File: config.mk
export PLATFORM = sky130hd
export DESIGN_NAME = neo_engine
export DESIGN_NICKNAME = d
export VERILOG_FILES = /design/src/rtl/neo_pkg.sv /design/src/rtl/neo_mac.sv /design/src/rtl/neo_engine.sv
export SDC_FILE = /design/constraint.sdc
export NUM_CORES = 2
export LEC_CHECK = 0
export BUFFER_PORTS_ARGS = -buffer_cell sky130_fd_sc_hd__buf_2
export CAP_MARGIN = 0
export CORE_MARGIN = 5
export CORE_UTILIZATION = 52
export DETAILED_ROUTE_END_ITERATION = 8
export HOLD_SLACK_MARGIN = 0.03
export MAX_ROUTING_LAYER = met4
export PLACE_DENSITY = 0.74
export SYNTH_ARGS = -nofsm -noshare
export SYNTH_HDL_FRONTEND = slang
export SYNTH_SLANG_ARGS = --single-unit
export TNS_END_PERCENT = 1
File: constraint.sdc
create_clock -name Clk -period 15.8 [get_ports Clk]
set_input_delay 3.16 -clock Clk [delete_from_list [all_inputs] [get_ports Clk]]
set_output_delay 3.16 -clock Clk [all_outputs]
set_load 0.05 [all_outputs]
File: src/rtl/neo_pkg.sv
// Shared types and helpers for the nonlinear energy operator engine.
package neo_pkg;

  typedef enum logic [1:0] {
    IDLE  = 2'd0,
    FETCH = 2'd1,
    DRAIN = 2'd2,
    DONE  = 2'd3
  } neo_state_t;

  function automatic int psi_width(input int n);
    return 2 * n + 1;
  endfunction

endpackage

File: src/rtl/neo_mac.sv
// Two-stage registered datapath: stage 1 forms x1*x1 and x0*x2, stage 2 subtracts them.
module neo_mac
  import neo_pkg::*;
#(
  parameter int N     = 16,
  parameter int PSI_W = psi_width(N)
) (
  input  logic                    i_clk,
  input  logic                    i_rst_n,
  input  logic signed [N-1:0]     i_x0,
  input  logic signed [N-1:0]     i_x1,
  input  logic signed [N-1:0]     i_x2,
  input  logic                    i_valid,
  output logic signed [PSI_W-1:0] o_psi,
  output logic                    o_valid,
  output logic                    o_s1_valid
);

  logic signed [2*N-1:0]   r_sq;
  logic signed [2*N-1:0]   r_cr;
  logic                    r_v1;
  logic signed [PSI_W-1:0] r_psi;
  logic                    r_v2;
  logic signed [2*N-1:0]   w_sq;
  logic signed [2*N-1:0]   w_cr;
  logic signed [PSI_W-1:0] w_diff;

  // Sign-extended operands keep both products exact; the extra psi bit absorbs the subtraction.
  assign w_sq   = (2*N)'(i_x1) * (2*N)'(i_x1);
  assign w_cr   = (2*N)'(i_x0) * (2*N)'(i_x2);
  assign w_diff = PSI_W'(r_sq) - PSI_W'(r_cr);

  // Pipeline registers; data only advances alongside its valid so psi holds after a sweep.
  always_ff @(posedge i_clk or negedge i_rst_n) begin
    if (!i_rst_n) begin
      r_sq  <= '0;
      r_cr  <= '0;
      r_v1  <= 1'b0;
      r_psi <= '0;
      r_v2  <= 1'b0;
    end else begin
      r_v1 <= i_valid;
      r_v2 <= r_v1;
      if (i_valid) begin
        r_sq <= w_sq;
        r_cr <= w_cr;
      end
      if (r_v1) begin
        r_psi <= w_diff;
      end
    end
  end

  assign o_psi      = r_psi;
  assign o_valid    = r_v2;
  assign o_s1_valid = r_v1;

endmodule

File: src/rtl/neo_engine.sv
// Sweeps sample memory, forms the NEO psi[n] over a 3-sample window and counts threshold crossings.
module neo_engine
  import neo_pkg::*;
#(
  parameter int N     = 16,
  parameter int M     = 16,
  parameter int AW    = $clog2(M) + 1,
  parameter int PSI_W = psi_width(N)
) (
  input  logic                    Clk,
  input  logic                    reset,
  input  logic                    start,
  input  logic signed [PSI_W-1:0] thresh,
  output logic [AW-1:0]           raddr,
  input  logic signed [N-1:0]     rdata,
  output logic signed [PSI_W-1:0] psi,
  output logic                    psi_valid,
  output logic                    spike,
  output logic [AW-1:0]           spike_cnt,
  output logic                    busy,
  output logic                    done
);

  localparam logic [AW-1:0] LAST_ADDR = AW'(M - 1);

  neo_state_t              r_state;
  neo_state_t              w_next;
  logic [AW-1:0]           r_raddr;
  logic                    r_rvalid;
  logic signed [N-1:0]     r_x0;
  logic signed [N-1:0]     r_x1;
  logic signed [N-1:0]     r_x2;
  logic [1:0]              r_fill;
  logic                    r_win_vld;
  logic signed [PSI_W-1:0] r_thresh;
  logic [AW-1:0]           r_cnt;
  logic                    r_busy;
  logic                    r_done;
  logic                    w_start;
  logic signed [PSI_W-1:0] w_psi;
  logic                    w_psi_valid;
  logic                    w_s1_valid;
  logic                    w_spike;

  assign w_start = (r_state == IDLE) && start;

  // Next-state logic; DRAIN ends on the final result, when stage 1 has nothing behind it.
  always_comb begin
    w_next = r_state;
    case (r_state)
      IDLE:    if (start) w_next = FETCH; else w_next = IDLE;
      FETCH:   if (r_raddr == LAST_ADDR) w_next = DRAIN; else w_next = FETCH;
      DRAIN:   if (w_psi_valid && !w_s1_valid) w_next = DONE; else w_next = DRAIN;
      DONE:    w_next = IDLE;
      default: w_next = IDLE;
    endcase
  end

  always_ff @(posedge Clk or negedge reset) begin
    if (!reset) begin
      r_state  <= IDLE;
      r_busy   <= 1'b0;
      r_done   <= 1'b0;
      r_raddr  <= '0;
      r_rvalid <= 1'b0;
      r_thresh <= '0;
    end else begin
      r_state  <= w_next;
      r_busy   <= (w_next == FETCH) || (w_next == DRAIN);
      r_done   <= (w_next == DONE);
      // rdata carries a fetched sample the cycle after each FETCH address.
      r_rvalid <= (r_state == FETCH);
      if (w_start) begin
        r_raddr  <= '0;
        r_thresh <= thresh;
      end else if ((r_state == FETCH) && (r_raddr != LAST_ADDR)) begin
        r_raddr <= r_raddr + AW'(1);
      end
    end
  end

  // Sample window; the window is complete once three samples have shifted in.
  always_ff @(posedge Clk or negedge reset) begin
    if (!reset) begin
      r_x0      <= '0;
      r_x1      <= '0;
      r_x2      <= '0;
      r_fill    <= 2'd0;
      r_win_vld <= 1'b0;
    end else begin
      if (w_start) begin
        r_fill <= 2'd0;
      end else if (r_rvalid) begin
        r_fill <= (r_fill == 2'd2) ? 2'd2 : r_fill + 2'd1;
      end
      r_win_vld <= r_rvalid && (r_fill == 2'd2);
      if (r_rvalid) begin
        r_x2 <= rdata;
        r_x1 <= r_x2;
        r_x0 <= r_x1;
      end
    end
  end

  neo_mac #(
    .N     (N),
    .PSI_W (PSI_W)
  ) u_mac (
    .i_clk      (Clk),
    .i_rst_n    (reset),
    .i_x0       (r_x0),
    .i_x1       (r_x1),
    .i_x2       (r_x2),
    .i_valid    (r_win_vld),
    .o_psi      (w_psi),
    .o_valid    (w_psi_valid),
    .o_s1_valid (w_s1_valid)
  );

  assign w_spike = w_psi_valid && (w_psi > r_thresh);

  always_ff @(posedge Clk or negedge reset) begin
    if (!reset) begin
      r_cnt <= '0;
    end else if (w_start) begin
      r_cnt <= '0;
    end else if (w_spike) begin
      r_cnt <= r_cnt + AW'(1);
    end
  end

  assign raddr     = r_raddr;
  assign psi       = w_psi;
  assign psi_valid = w_psi_valid;
  assign spike     = w_spike;
  assign spike_cnt = r_cnt;
  assign busy      = r_busy;
  assign done      = r_done;

endmodule

* Word-level counts from Yosys, hierarchy flattened *
Index checks and enable logic that the tools add are counted.

word-level totals
  flip-flop bits (word level) = 198
  bits in latches = 0
  RAM bits = 0
  memory bits (read-only) = 0
  input port bits = 52
  memories kept = 0

operators by class
  $add $sub $neg = 4
  multipliers = 2
  divide/modulo/power cells = 0
  order comparisons = 1
  eq/ne operators = 9
  shift operators = 0
  muxes and demuxes = 11
  bitwise gates (word level) = 0
  reduce and logical (&&, ||, !) cells = 11

operators with widths
  kind                                                   count
  multiplier 16 x 16 -> 32 bit                           2
  > comparator 33 bit                                    1
  subtractor 32 x 32 -> 33 bit                           1
  two-way mux 5 bit                                      4
  adder 5 x 1 -> 5 bit, second input constant            2
  equality test 2 bit, second input constant             5
  two-way mux 2 bit                                      4
  one-hot mux 2 bit (4 select lines)                     1
  nonzero test 2 bit                                     3
  equality test 5 x 4 -> 1 bit, second input constant    1
  logical AND 1 bit                                      5
  inequality test 5 x 4 -> 1 bit, second input constant  1
  equality test 2 x 1 -> 1 bit, second input constant    2
  adder 2 x 1 -> 2 bit, second input constant            1
  logical NOT 2 bit                                      1
  two-way mux 1 bit                                      2
  logical NOT 1 bit                                      1
  logical OR 1 bit                                       1

* Depth between registers and ports, before layout *
  word-level depth = 6
  mapped depth = 25
  gate-level depth less buffers = 24

* By module *
From an unflattened synthesis, not the netlist that was laid out.

unflattened totals
  cells, all modules = 3,001
  area total of the unflattened synthesis = 28,703.8 um^2

by module, submodules not included
  module      times used  cells an instance  area each (um^2)  seq. area each (um^2)
  neo_mac     1           2,591              24,051.8          2,452.4
  neo_engine  1           410                4,652.0           2,477.4

* Least setup slack after synthesis *
No wires, ideal clock.

  path type = flip-flop to flip-flop
  start = register r_x2[1]
  end = register u_mac.r_cr[27]
  library setup time = 125 ps
  arrival time = 6,186 ps
  required time = 15,675 ps
  slack = 9,489 ps
  stages on the path, launching flop included = 22
  path buffers = 2
  period minus slack after synthesis = 6,311 ps
  path through = dfrtp_1 -> clkbuf_1 -> nand2_1 -> inv_1 -> fa_1 -> fa_1 -> fa_1 -> fa_1 -> fa_1 -> inv_1 -> fa_1 -> inv_1 -> ha_1 -> clkbuf_1 -> a21o_1 -> a21oi_1 -> o211ai_1 -> a21oi_1 -> or3b_2 -> a211oi_1 -> nor2_1 -> mux2_2

on the way
  cells in the longest elaborated chain, start to end = 1

RTL lines
  element                       RTL line          text
  start, declared               neo_engine.sv:32  logic signed [N-1:0] r_x2;
  start signal, assigned        neo_engine.sv:98  r_x2 <= rdata;
  multiplier 16 x 16 -> 32 bit  neo_mac.sv:30     assign w_cr = (2*N)'(i_x0) * (2*N)'(i_x2);
  end signal, assigned          neo_mac.sv:46     r_cr <= w_cr;
  end, declared                 neo_mac.sv:20     logic signed [2*N-1:0] r_cr;

Every way passes these cells.
A chain may end at the register's enable or synchronous reset.

* Final worst setup path *
  start = register r_x1[15]
  end = register u_mac.r_sq[31]

on the way
  cells in the longest elaborated chain, start to end = 1

RTL lines
  element                       RTL line          text
  start, declared               neo_engine.sv:31  logic signed [N-1:0] r_x1;
  start signal, assigned        neo_engine.sv:99  r_x1 <= r_x2;
  multiplier 16 x 16 -> 32 bit  neo_mac.sv:29     assign w_sq = (2*N)'(i_x1) * (2*N)'(i_x1);
  end signal, assigned          neo_mac.sv:45     r_sq <= w_sq;
  end, declared                 neo_mac.sv:19     logic signed [2*N-1:0] r_sq;

Every way passes these cells.

==> results_dict.tcl <==
set metrics [dict create \
    cts_buffers 17 \
    finalCritPeriodShare 0.477 \
    rsz0062_at_grt "no" \
    drcViolationCount 0 \
    critPathRequiredTime_ns 16.15 \
    r2r_slack_ns 8.26 \
    ys_seq_area_frac 0.173 \
    slew_headroom 0.349 \
    diodes 0 \
    ctsRootBufferMaster "clkbuf_16" \
    ios 99 \
    ant_nets 0 \
    hold-worst-slack_ns 0.512 \
    synth.top_cell.area_share 0.348 \
    post-cts-setup-buffers 0 \
    layout.nets 3802 \
    numClockSinks 197 \
    syn_area_um2 28600 \
    rows 86 \
    yosys.area.top_type "fa_1" \
    wirelength_um 62300 \
    grt_max_degree 80 \
    cts_resized 0 \
    ys_ff_latch 197 \
    top_layer_used "met4" \
    setup-violations-final 0 \
    finalSetupTns_ns 0 \
    port_buffers 98 \
    htree_levels 4 \
    dieWidth_um 244 \
    crit_fanout 17 \
    cap_violations 0 \
    gp_congestion 0.888 \
    syn_avg_cell_area_um2 9.59 \
    synth_nets 3769 \
    clk_latency_ns 0.46 \
    worst-setup-path-type "flip-flop to flip-flop" \
    path_clk_slew_ns 0.07 \
    drt-pass1-iter-count 5 \
    antenna_found_initial 0 \
    min_path_type "flip-flop to flip-flop" \
    synth_edf_count 0 \
    dp_hpwl_um 49900 \
    synthArstFlopShare 1.00 \
    drt-met1-wl_um 26200 \
    clock_tree.buffer_depth 2 \
    layout-drive-gt1-share 0.0896 \
    finalHoldViolCount 0 \
    drtIter0Drc 979 \
    ys_types 75 \
    postCtsHoldBufs 0 \
    cp-end-kind "flip-flop" \
    grt_pass1_wl_um 108000 \
    cp.arrival_ns 7.89 \
    dr_total_vias 19800 \
    initial_utilization 0.521 \
    grt_pass1_vias 21700 \
    max_freq_ghz 0.133 \
    grt_usage 0.229 \
    core_um2 54800 \
    finalMaxSlewViolations 0 \
    clock_skew_ns 0.0162 \
    synth_cells 2977 \
    yosysWarnings 0 \
    tightest_slew_ns 0.977 \
    route.met3.wl_um 2420 \
    grt.overflow.total 0 \
    met2_length_um 30900 \
    mostFrequentLayoutCells "inv_1, fa_1, nand2_1" \
    synth_area_leaders "fa_1, dfrtp_1, ha_1, inv_1, nand2_1" \
    wl_per_cell_um 16.7 \
    synth_flop_cell "dfrtp_1" \
    die_area_um2 59700 \
    cp-start-kind "flip-flop" \
    area_growth_pct 5.93 \
    viasPerCell 5.32 \
    final_common_cell "inv_1" \
    fin_crit_ns 7.54 \
    die_y_um 244 \
    run_status "completed" \
    cts_tree "done" \
]
-- path summary, 6_finish.rpt --
path | startpoint | to | cells after the start
worst min-delay path | u_mac.r_sq[4]$_DFFE_PN0P_ | u_mac.r_sq[4]$_DFFE_PN0P_ | 1
worst max-delay path | r_x1[15]$_DFFE_PN0P_ | u_mac.r_sq[31]$_DFFE_PN0P_ | 20
max in group asynchronous | reset | r_x1[11]$_DFFE_PN0P_ | 2
min in group asynchronous | reset | r_thresh[2]$_DFFE_PN0P_ | 1
worst max register to register | r_x1[15]$_DFFE_PN0P_ | u_mac.r_sq[31]$_DFFE_PN0P_ | 20
worst min register to register | u_mac.r_sq[4]$_DFFE_PN0P_ | u_mac.r_sq[4]$_DFFE_PN0P_ | 1
-- worst max-delay path: stages, from the launching register on --
cell and delay, ns:
dfrtp_1 0.74, clkinv_1 0.63, nor2_1 0.40, fa_1 0.62, fa_1 0.90, fa_1 0.54, fa_1 0.52, fa_1 0.49
inv_1 0.05, fa_1 0.47, inv_1 0.04, ha_1 0.25, nor4_1 0.27, o211ai_1 0.16, a41oi_1 0.28, nand2_1 0.08
a31oi_1 0.20, nor3_1 0.11, a31o_2 0.27, xnor2_1 0.13, mux2_2 0.28
-- routing by layer --
layer / GRT usage / vias to the layer above
li1: - / 9213
met5: - / -
met4: 0.0889 / 0
met2: 0.384 / 397
met3: 0.0269 / 124
met1: 0.286 / 10100
-- state kept, by name (all words and copies together) (netlist names), 2 cells and up --
name / count
spike_cnt: 5
r_state: 2
r_thresh: 33
r_x1: 16
raddr: 5
r_fill: 2
r_x2: 16
u_mac.o_psi: 33
u_mac.r_sq: 31
u_mac.r_cr: 32
r_x0: 16
-- Yosys cell counts (6+ instances only) --
cell	number
o21bai_1	8
ha_1	244
nor2_1	113
fa_1	496
nand2_1	297
a31oi_1	9
nand2b_1	21
a21o_1	46
mux2_2	85
and2_1	155
dfrtp_1	197
xnor2_1	81
nand4_1	11
xor2_1	30
a21oi_1	83
o21a_1	16
a211oi_1	12
and3_1	13
clkbuf_1	95
inv_1	694
mux2i_1	13
nor2b_1	14
o21ai_0	100
a31o_2	13
or3_1	6
nand3_1	16
nor3_1	15
-- kinds of logic (layout without fill, tap and decap cells) --
kind of cell | Yosys count | in the layout | synth area share
adders and majority gates | 740 | 740 | 0.455
AOI/OAI and AO/OA | 358 | 358 | 0.0841
and+or+nand+nor | 679 | 679 | 0.112
buffers and inverters | 794 | 840 | 0.104
DFF | 197 | 197 | 0.173
muxes | 98 | 98 | 0.0381
xor gates and xnor gates | 111 | 111 | 0.0340
-- area by class of cell --
cell class	count	area, um^2
Clock buffer	22	454
Clock inverter	10	116
Fill cell	4802	24500
Inverter	697	2620
Multi-Input combinational cell	1986	20700
Sequential cell	197	4930
Tap cell	704	881
Timing Repair Buffer	111	597
-- metrics by stage --
step / setup WS, ns / cell area [um^2] / util / std cells
after floorplan: 9.49 / 28600 / - / 2977
after global placement: 8.58 / 29700 / 0.542 / 3695
after detailed placement: 8.32 / 29700 / 0.542 / 3695
after CTS: 8.28 / 30300 / 0.552 / 3727
after global routing: 7.78 / 30300 / 0.552 / 3727
final: 8.26 / 30300 / 0.552 / 3727
Power is not shown: default switching activity piles up to over one toggle a cycle in this logic, so the estimate is an artifact.
